--- src/rtl/imem_boot_loader_pkg.sv ---
// Shared types and constants for the instruction-memory boot loader.
package imem_boot_loader_pkg;

    typedef enum logic [2:0] {
        IDLE    = 3'd0,
        LOAD    = 3'd1,
        CHECK   = 3'd2,
        RELEASE = 3'd3,
        RUN     = 3'd4,
        ERROR   = 3'd5
    } state_t;

    localparam logic [31:0] WORD_BYTES = 32'd4;

endpackage

--- src/rtl/imem_boot_loader.sv ---
// Boot loader: streams program words into instruction memory, verifies an XOR
// checksum, then releases the core from reset after a settle delay.
module imem_boot_loader
    import imem_boot_loader_pkg::*;
#(
    parameter logic [31:0] BASE_ADDR     = 32'h0000_0000,
    parameter int          DEPTH_WORDS   = 64,
    parameter int          SETTLE_CYCLES = 4
) (
    input  logic        clk,
    input  logic        reset,
    input  logic        start,
    input  logic        load_valid,
    input  logic [31:0] load_data,
    input  logic        load_last,
    output logic        load_ready,
    output logic        imem_wr_en,
    output logic [31:0] imem_wr_addr,
    output logic [31:0] imem_wr_data,
    output logic        core_reset,
    output logic        done,
    output logic        error,
    output logic [7:0]  word_count
);

    generate
        if (DEPTH_WORDS < 1 || DEPTH_WORDS > 255) begin : g_bad_depth
            $error("imem_boot_loader: DEPTH_WORDS must be in 1..255");
        end
        if (SETTLE_CYCLES < 1 || SETTLE_CYCLES > 255) begin : g_bad_settle
            $error("imem_boot_loader: SETTLE_CYCLES must be in 1..255");
        end
    endgenerate

    localparam logic [7:0] LAST_IDX   = 8'(DEPTH_WORDS - 1);
    localparam logic [7:0] SETTLE_INI = 8'(SETTLE_CYCLES - 1);

    state_t      state, state_n;
    logic [31:0] checksum;
    logic [7:0]  settle_cnt;
    logic        xfer;
    logic        restart;

    assign xfer    = load_valid && load_ready;
    assign restart = start && (state == IDLE || state == RUN || state == ERROR);

    always_comb begin
        state_n    = state;
        load_ready = (state == LOAD) || (state == CHECK);
        core_reset = (state != RUN);
        done       = (state == RUN);
        error      = (state == ERROR);
        case (state)
            IDLE:    if (start) state_n = LOAD;
            LOAD: begin
                // start is ignored here; only a transfer moves the FSM on
                if (xfer) begin
                    if (load_last)                   state_n = CHECK;
                    else if (word_count == LAST_IDX) state_n = ERROR;
                end
            end
            CHECK:   if (xfer) state_n = (load_data == checksum) ? RELEASE : ERROR;
            RELEASE: if (settle_cnt == 8'd0) state_n = RUN;
            RUN:     if (start) state_n = LOAD;
            ERROR:   if (start) state_n = LOAD;
            default: state_n = IDLE;
        endcase
    end

    always_ff @(posedge clk) begin
        if (reset) begin
            state        <= IDLE;
            imem_wr_en   <= 1'b0;
            imem_wr_addr <= 32'd0;
            imem_wr_data <= 32'd0;
            word_count   <= 8'd0;
            checksum     <= 32'd0;
            settle_cnt   <= 8'd0;
        end else begin
            state      <= state_n;
            imem_wr_en <= 1'b0;
            if (restart) begin
                word_count <= 8'd0;
                checksum   <= 32'd0;
                settle_cnt <= 8'd0;
            end
            if (state == LOAD && xfer) begin
                imem_wr_en   <= 1'b1;
                imem_wr_addr <= BASE_ADDR + 32'(word_count) * WORD_BYTES;
                imem_wr_data <= load_data;
                word_count   <= word_count + 8'd1;
                checksum     <= checksum ^ load_data;
            end
            if (state == CHECK && xfer && load_data == checksum)
                settle_cnt <= SETTLE_INI;
            if (state == RELEASE && settle_cnt != 8'd0)
                settle_cnt <= settle_cnt - 8'd1;
        end
    end

endmodule

--- config.mk ---
export PLATFORM = sky130hd
export DESIGN_NAME = imem_boot_loader
export DESIGN_NICKNAME = d
export VERILOG_FILES = /design/src/rtl/imem_boot_loader_pkg.sv /design/src/rtl/imem_boot_loader.sv
export SDC_FILE = /design/constraint.sdc
export NUM_CORES = 1
export LEC_CHECK = 0
export CAP_MARGIN = 20
export CORE_MARGIN = 1
export CORE_UTILIZATION = 40
export DETAILED_ROUTE_END_ITERATION = 12
export PLACE_DENSITY = 0.66
export SYNTH_ARGS = -nofsm -noshare
export SYNTH_HDL_FRONTEND = slang
export SYNTH_SLANG_ARGS = --single-unit
--- constraint.sdc ---
create_clock -name clk -period 2.3 [get_ports clk]
set_input_delay 0.345 -clock clk [delete_from_list [all_inputs] [get_ports clk]]
set_output_delay 0.345 -clock clk [all_outputs]
set_load 0.02 [all_outputs]
Word-level counts from Yosys, hierarchy flattened
Index checks and enable logic that the tools add are counted.
{"block": "totals", "regBits": 92, "out_inout_bits": 77, "elab_cells": 54}
{"block": "classes", "add_sub_neg": 2, "eq_ne": 13, "mux": 15, "bitwise_logic": 1, "reduce_logical": 16}
{"op": "$mux 32", "count": 2}
{"op": "$eq 32x32->1", "count": 1}
{"op": "$mux 8", "count": 4}
{"op": "$xor 32x32->32", "count": 1}
{"op": "$mux 3", "count": 7}
{"op": "$pmux 3 s4", "count": 1}
{"op": "$add 8x1->8 const B", "count": 1}
{"op": "$eq 8x6->1 const B", "count": 1}
{"op": "$logic_not 8->1", "count": 1}
{"op": "$reduce_bool 8->1", "count": 1}
{"op": "$sub 8x1->8 const B", "count": 1}
{"op": "$eq 3x2->1 const B", "count": 2}
{"op": "$eq 3x3->1 const B", "count": 2}
{"op": "$logic_and 1x1->1", "count": 6}
{"op": "$ne 2x2->1 const B", "count": 3}
{"op": "$ne 3x3->1 const B", "count": 2}
{"op": "$reduce_and 5->1", "count": 1}
{"op": "$eq 3x1->1 const B", "count": 1}
{"op": "$logic_not 3->1", "count": 1}
{"op": "$logic_or 1x1->1", "count": 3}
{"op": "$reduce_bool 3->1", "count": 1}
{"op": "$reduce_or 3->1", "count": 1}
{"op": "$ne 2x1->1 const B", "count": 1}
{"op": "$reduce_bool 2->1", "count": 1}
{"op": "$mux 1", "count": 1}

Longest topological paths before layout
{"block": "logic_depth", "word_depth": 7, "mapped_depth": 9, "mapped_depth_nobuf": 8}

Worst setup path before layout
OpenSTA, ideal clock, no wires.
{"block": "synth_path", "kind": "register to register", "start": "reg word_count[0]", "end": "reg state[2]", "setup_ns": 0.069, "arrival_time_ns": 2.152, "required_time_ns": 2.231, "path_slack_ns": 0.079, "stages_incl_launch_ff": 8, "path_buffers": 0, "synth_period_minus_slack_ns": 2.221, "cell_sequence": "dfxtp_1 > ha_1 > nand3_2 > or4_1 > a21oi_1 > o221ai_2 > or4_1 > o21ai_1"}
{"block": "synth_between", "elab_chain_len": 3}
{"element": "start: declaration", "line_no": "imem_boot_loader.sv:23", "source": "output logic [7:0] word_count"}
{"element": "start signal: assignment", "line_no": "imem_boot_loader.sv:91", "source": "word_count <= word_count + 8'd1;"}
{"element": "$eq 8x6->1", "line_no": "imem_boot_loader.sv:59", "source": "else if (word_count == LAST_IDX) state_n = ERROR;"}
{"element": "$ne 3x3->1 (no line)"}
{"element": "$reduce_and 5->1 (no line)"}
{"element": "end signal: assignment", "line_no": "imem_boot_loader.sv:80", "source": "state <= state_n;"}
{"element": "end: declaration", "line_no": "imem_boot_loader.sv:38", "source": "state_t state, state_n;"}
Every way passes these cells.
A chain may end at the register's enable or synchronous reset.

Worst setup path after layout
{"block": "layout_path", "start": "reg settle_cnt[0]", "end": "reg state[2]"}
{"block": "layout_between", "elab_chain_len": 3}
{"element": "start: declaration", "line_no": "imem_boot_loader.sv:40", "source": "logic [7:0] settle_cnt;"}
{"element": "start signal: assignment", "line_no": "imem_boot_loader.sv:97", "source": "settle_cnt <= settle_cnt - 8'd1;"}
{"element": "$logic_not 8->1", "line_no": "imem_boot_loader.sv:63", "source": "RELEASE: if (settle_cnt == 8'd0) state_n = RUN;"}
{"element": "$ne 2x2->1 (no line)"}
{"element": "$reduce_and 5->1 (no line)"}
Every way passes these cells.

==> results.yml <==
status:
  status: "complete, no violations"
clock_tree:
  cts_tree: "done"
  cts.sinks: 92
  cts_buffer_depth: 2
  clkTransAtPathRegs_ns: 0.09
  clk_latency_ns: 0.37
  cts_inserted_buffers: 9
  h-tree-depth: 3
  cts_root_buffer: "clkbuf_8"
setup_path:
  start_kind: "flip-flop"
  cp.required_ns: 2.60
  arrival_ns: 2.53
  critPathTopFamily: "simple AND/OR/NAND/NOR gates"
  crit_slowest_cell: "or4b_4"
  crit_chain: "inv_1 > ha_1 > or4b_4 > o2111ai_4 > o221ai_2 > or4_1 > o21ai_1"
  critPathMaxFanout: 5
  crit_buf_inv: 1
  crit_path_end_kind: "flip-flop"
  crit_type: "flip-flop to flip-flop"
  crit_path_max_incr_delay_ns: 0.49
die:
  row_count: 37
  dieArea_mm2: 0.01144
  pin_count: 114
  start_util_pct: 41.93
  die_width_um: 107.0
  core_area_mm2: 0.01051
  die_y_um: 107.0
yosys:
  synth_warnings: 0
  dominantRegCellSynth: "dfxtp_1"
  async_reset_ff_share_pct: 0
  netlist_area_mm2: 0.004407
  ys_seq_area_share_pct: 41.79
  ys_types: 53
  postSynthCellCount: 558
  synth_seq_cells: 92
  synth_edf_count: 0
  avgSynthCellArea_um2: 7.897
timing:
  relSlewSlack_pct: 64.22
  rsz0062_at_grt: "yes"
  max_slew.worst_pin.slew_ns: 0.5231
  hold_violations: 0
  timing.final.ws_setup_ns: 0.06951
  fin_crit_ns: 2.230
  maxSlewViolCount: 0
  skew_ns: 0.009542
  tns_ns: 0
  whs_ns: 0.3907
  finalSetupViolations: 0
  min_period_over_period_pct: 96.98
  fmax_mhz: 448.3
detailed_routing:
  vias_per_cell: 5.133
  firstDrtPassIters: 4
  antenna_left: 0
  wl_mm: 11.14
  drtIter0Drc: 182
  drc_errors: 0
  routedWlPerCell_um: 14.12
  num_vias: 4050
power:
  p_per_area_mw_per_mm2: 633.8
  power.leakage_uw: 0.002177
  vdd_drop_max_uv: 352.3
placement:
  place_congestion: 0.8334
  io_buffer_count: 89
  post-place-ws_ns: -0.1453
  dpl-instance-area_mm2: 0.005445
  dpl.hpwl_mm: 7.708
finish:
  regArea_mm2: 0.001844
  nets: 689
  final_cell_mix: "90 x nand2_1, 90 x dfxtp_1, 87 x clkdlybuf4s50_1"
  multiInputGateArea_mm2: 0.002326
  antennaDiodeCount: 0
  syn2layout_area_growth_pct: 29.61
  nFillCells: 971
  drive_above_1_share_pct: 8.423
  final_area_mm2: 0.005712
global_routing:
  grt_max_degree: 52
  grt_pass1_vias: 3855
  grtUsageTotal_pct: 20.26
  antenna_found_initial: 0
  overflow: 0
  grt_pass1_wl_mm: 18.30
run:
  drv_cap: 0
min_path:
  hp-class: "primary input to flip-flop"
## cell usage after synthesis, types with 2 or more instances
cell,count,area [µm²]
o211ai_1,2,15.01
nor3_1,16,80.08
dfxtp_1,92,1842
nor2b_1,24,150.1
nor2_1,57,214.0
xor2_1,4,35.03
clkbuf_1,32,120.1
nand4_1,4,25.02
a2111oi_0,5,43.79
and3_1,2,12.51
nand3_1,9,45.04
mux2_2,2,22.52
a311oi_1,2,17.52
inv_1,10,37.54
a32oi_1,2,17.52
buf_4,24,180.2
ha_1,3,37.54
buf_2,2,10.01
nand3b_1,4,30.03
o22ai_1,3,18.77
or3_1,2,12.51
and2_1,2,12.51
o21ai_0,24,120.1
a22oi_1,14,105.1
nand2_1,90,337.8
a21oi_1,68,340.3
nor4_1,2,12.51
xnor2_1,18,157.7
or4_1,3,22.52
o211a_1,12,120.1
and4_1,2,17.52
## layout make-up
type,instances,share of cell area (%)
repair buffers,116,19.32
clock inverters,4,1.731
well taps,136,2.979
inverters,10,0.6572
flip-flops and latches,92,32.29
clock buffers,11,2.300
multi-input cells,420,40.72
## layer usage
| metal | track usage (%) | up-vias | wire length [µm] |
|---|---|---|---|
| met2 | 33.78 | 93 | 5362 |
| met1 | 25.24 | 1893 | 5094 |
| li1 | - | 2051 | - |
| met3 | 5.228 | 13 | 553 |
| met4 | 7.045 | 0 | 126 |
| met5 | 0 | - | 0 |
## worst register-to-register path, stage by stage (launching register included)
cell and delay, ns:
dfxtp_1 0.33, inv_1 0.12, ha_1 0.19, or4b_4 0.49
o2111ai_4 0.28, o221ai_2 0.16, or4_1 0.48, o21ai_1 0.12
## path summary, 6_finish.rpt
check / from / end / slack, ns / cells past startpoint
setup / recovery: settle_cnt[0]$_SDFFE_PP0P_ / state[2]$_SDFFE_PP0P_ / 0.07 / 7
hold / removal: reset / checksum[15]$_SDFFE_PP0P_ / 0.39 / 2
setup reg to reg: settle_cnt[0]$_SDFFE_PP0P_ / state[2]$_SDFFE_PP0P_ / 0.07 / 7
hold reg to reg: imem_wr_data[13]$_SDFFE_PP0P_ / imem_wr_data[13]$_SDFFE_PP0P_ / 0.46 / 2
## stage by stage
| step | std cells | utilization [%] | power, µW |
|---|---|---|---|
| finish | 789 | 54.35 | 3620 |
| global route | 789 | 54.35 | 3781 |
| CTS | 787 | 54.03 | 3642 |
| detailed placement | 772 | 51.82 | 2354 |
| global placement | 772 | 51.82 | 2340 |
| floorplan | 581 | - | 2116 |
## flip-flops by register name, summed over array words and instances (netlist names)
register / flops
checksum: 32
imem_wr_data: 32
imem_wr_en: 1
word_count: 8
state: 3
settle_cnt: 8
imem_wr_addr: 8
## power breakdown
group / leakage (µW) / switching [µW] / internal (µW) / total (µW)
sequential: 0.000747 / 46.3 / 1650 / 1700
clock: 0.000114 / 582 / 720 / 1300
combinational: 0.00132 / 360 / 259 / 620
## kinds of logic after synthesis
family                     synth area share, %
adders and majority gates               0.8519
xor gates and xnor gates                 4.372
buffers and inverters                    8.149
DFF                                      41.79
muxes                                   0.5110
AOI/OAI and AO/OA                        20.41
other                                  0.08510
and+or+nand+nor                          23.82
## what timing repair did
item / in CTS / in global routing
buffers inserted: 0 / 2
gates resized for setup: 2 / 4
hold endpoints to repair: 0 / 0
pin swaps: 0 / 1
setup endpoints to repair: 2 / 6
hold buffers: 0 / 0
No activity file was read; power rests on OpenSTA's default activity.
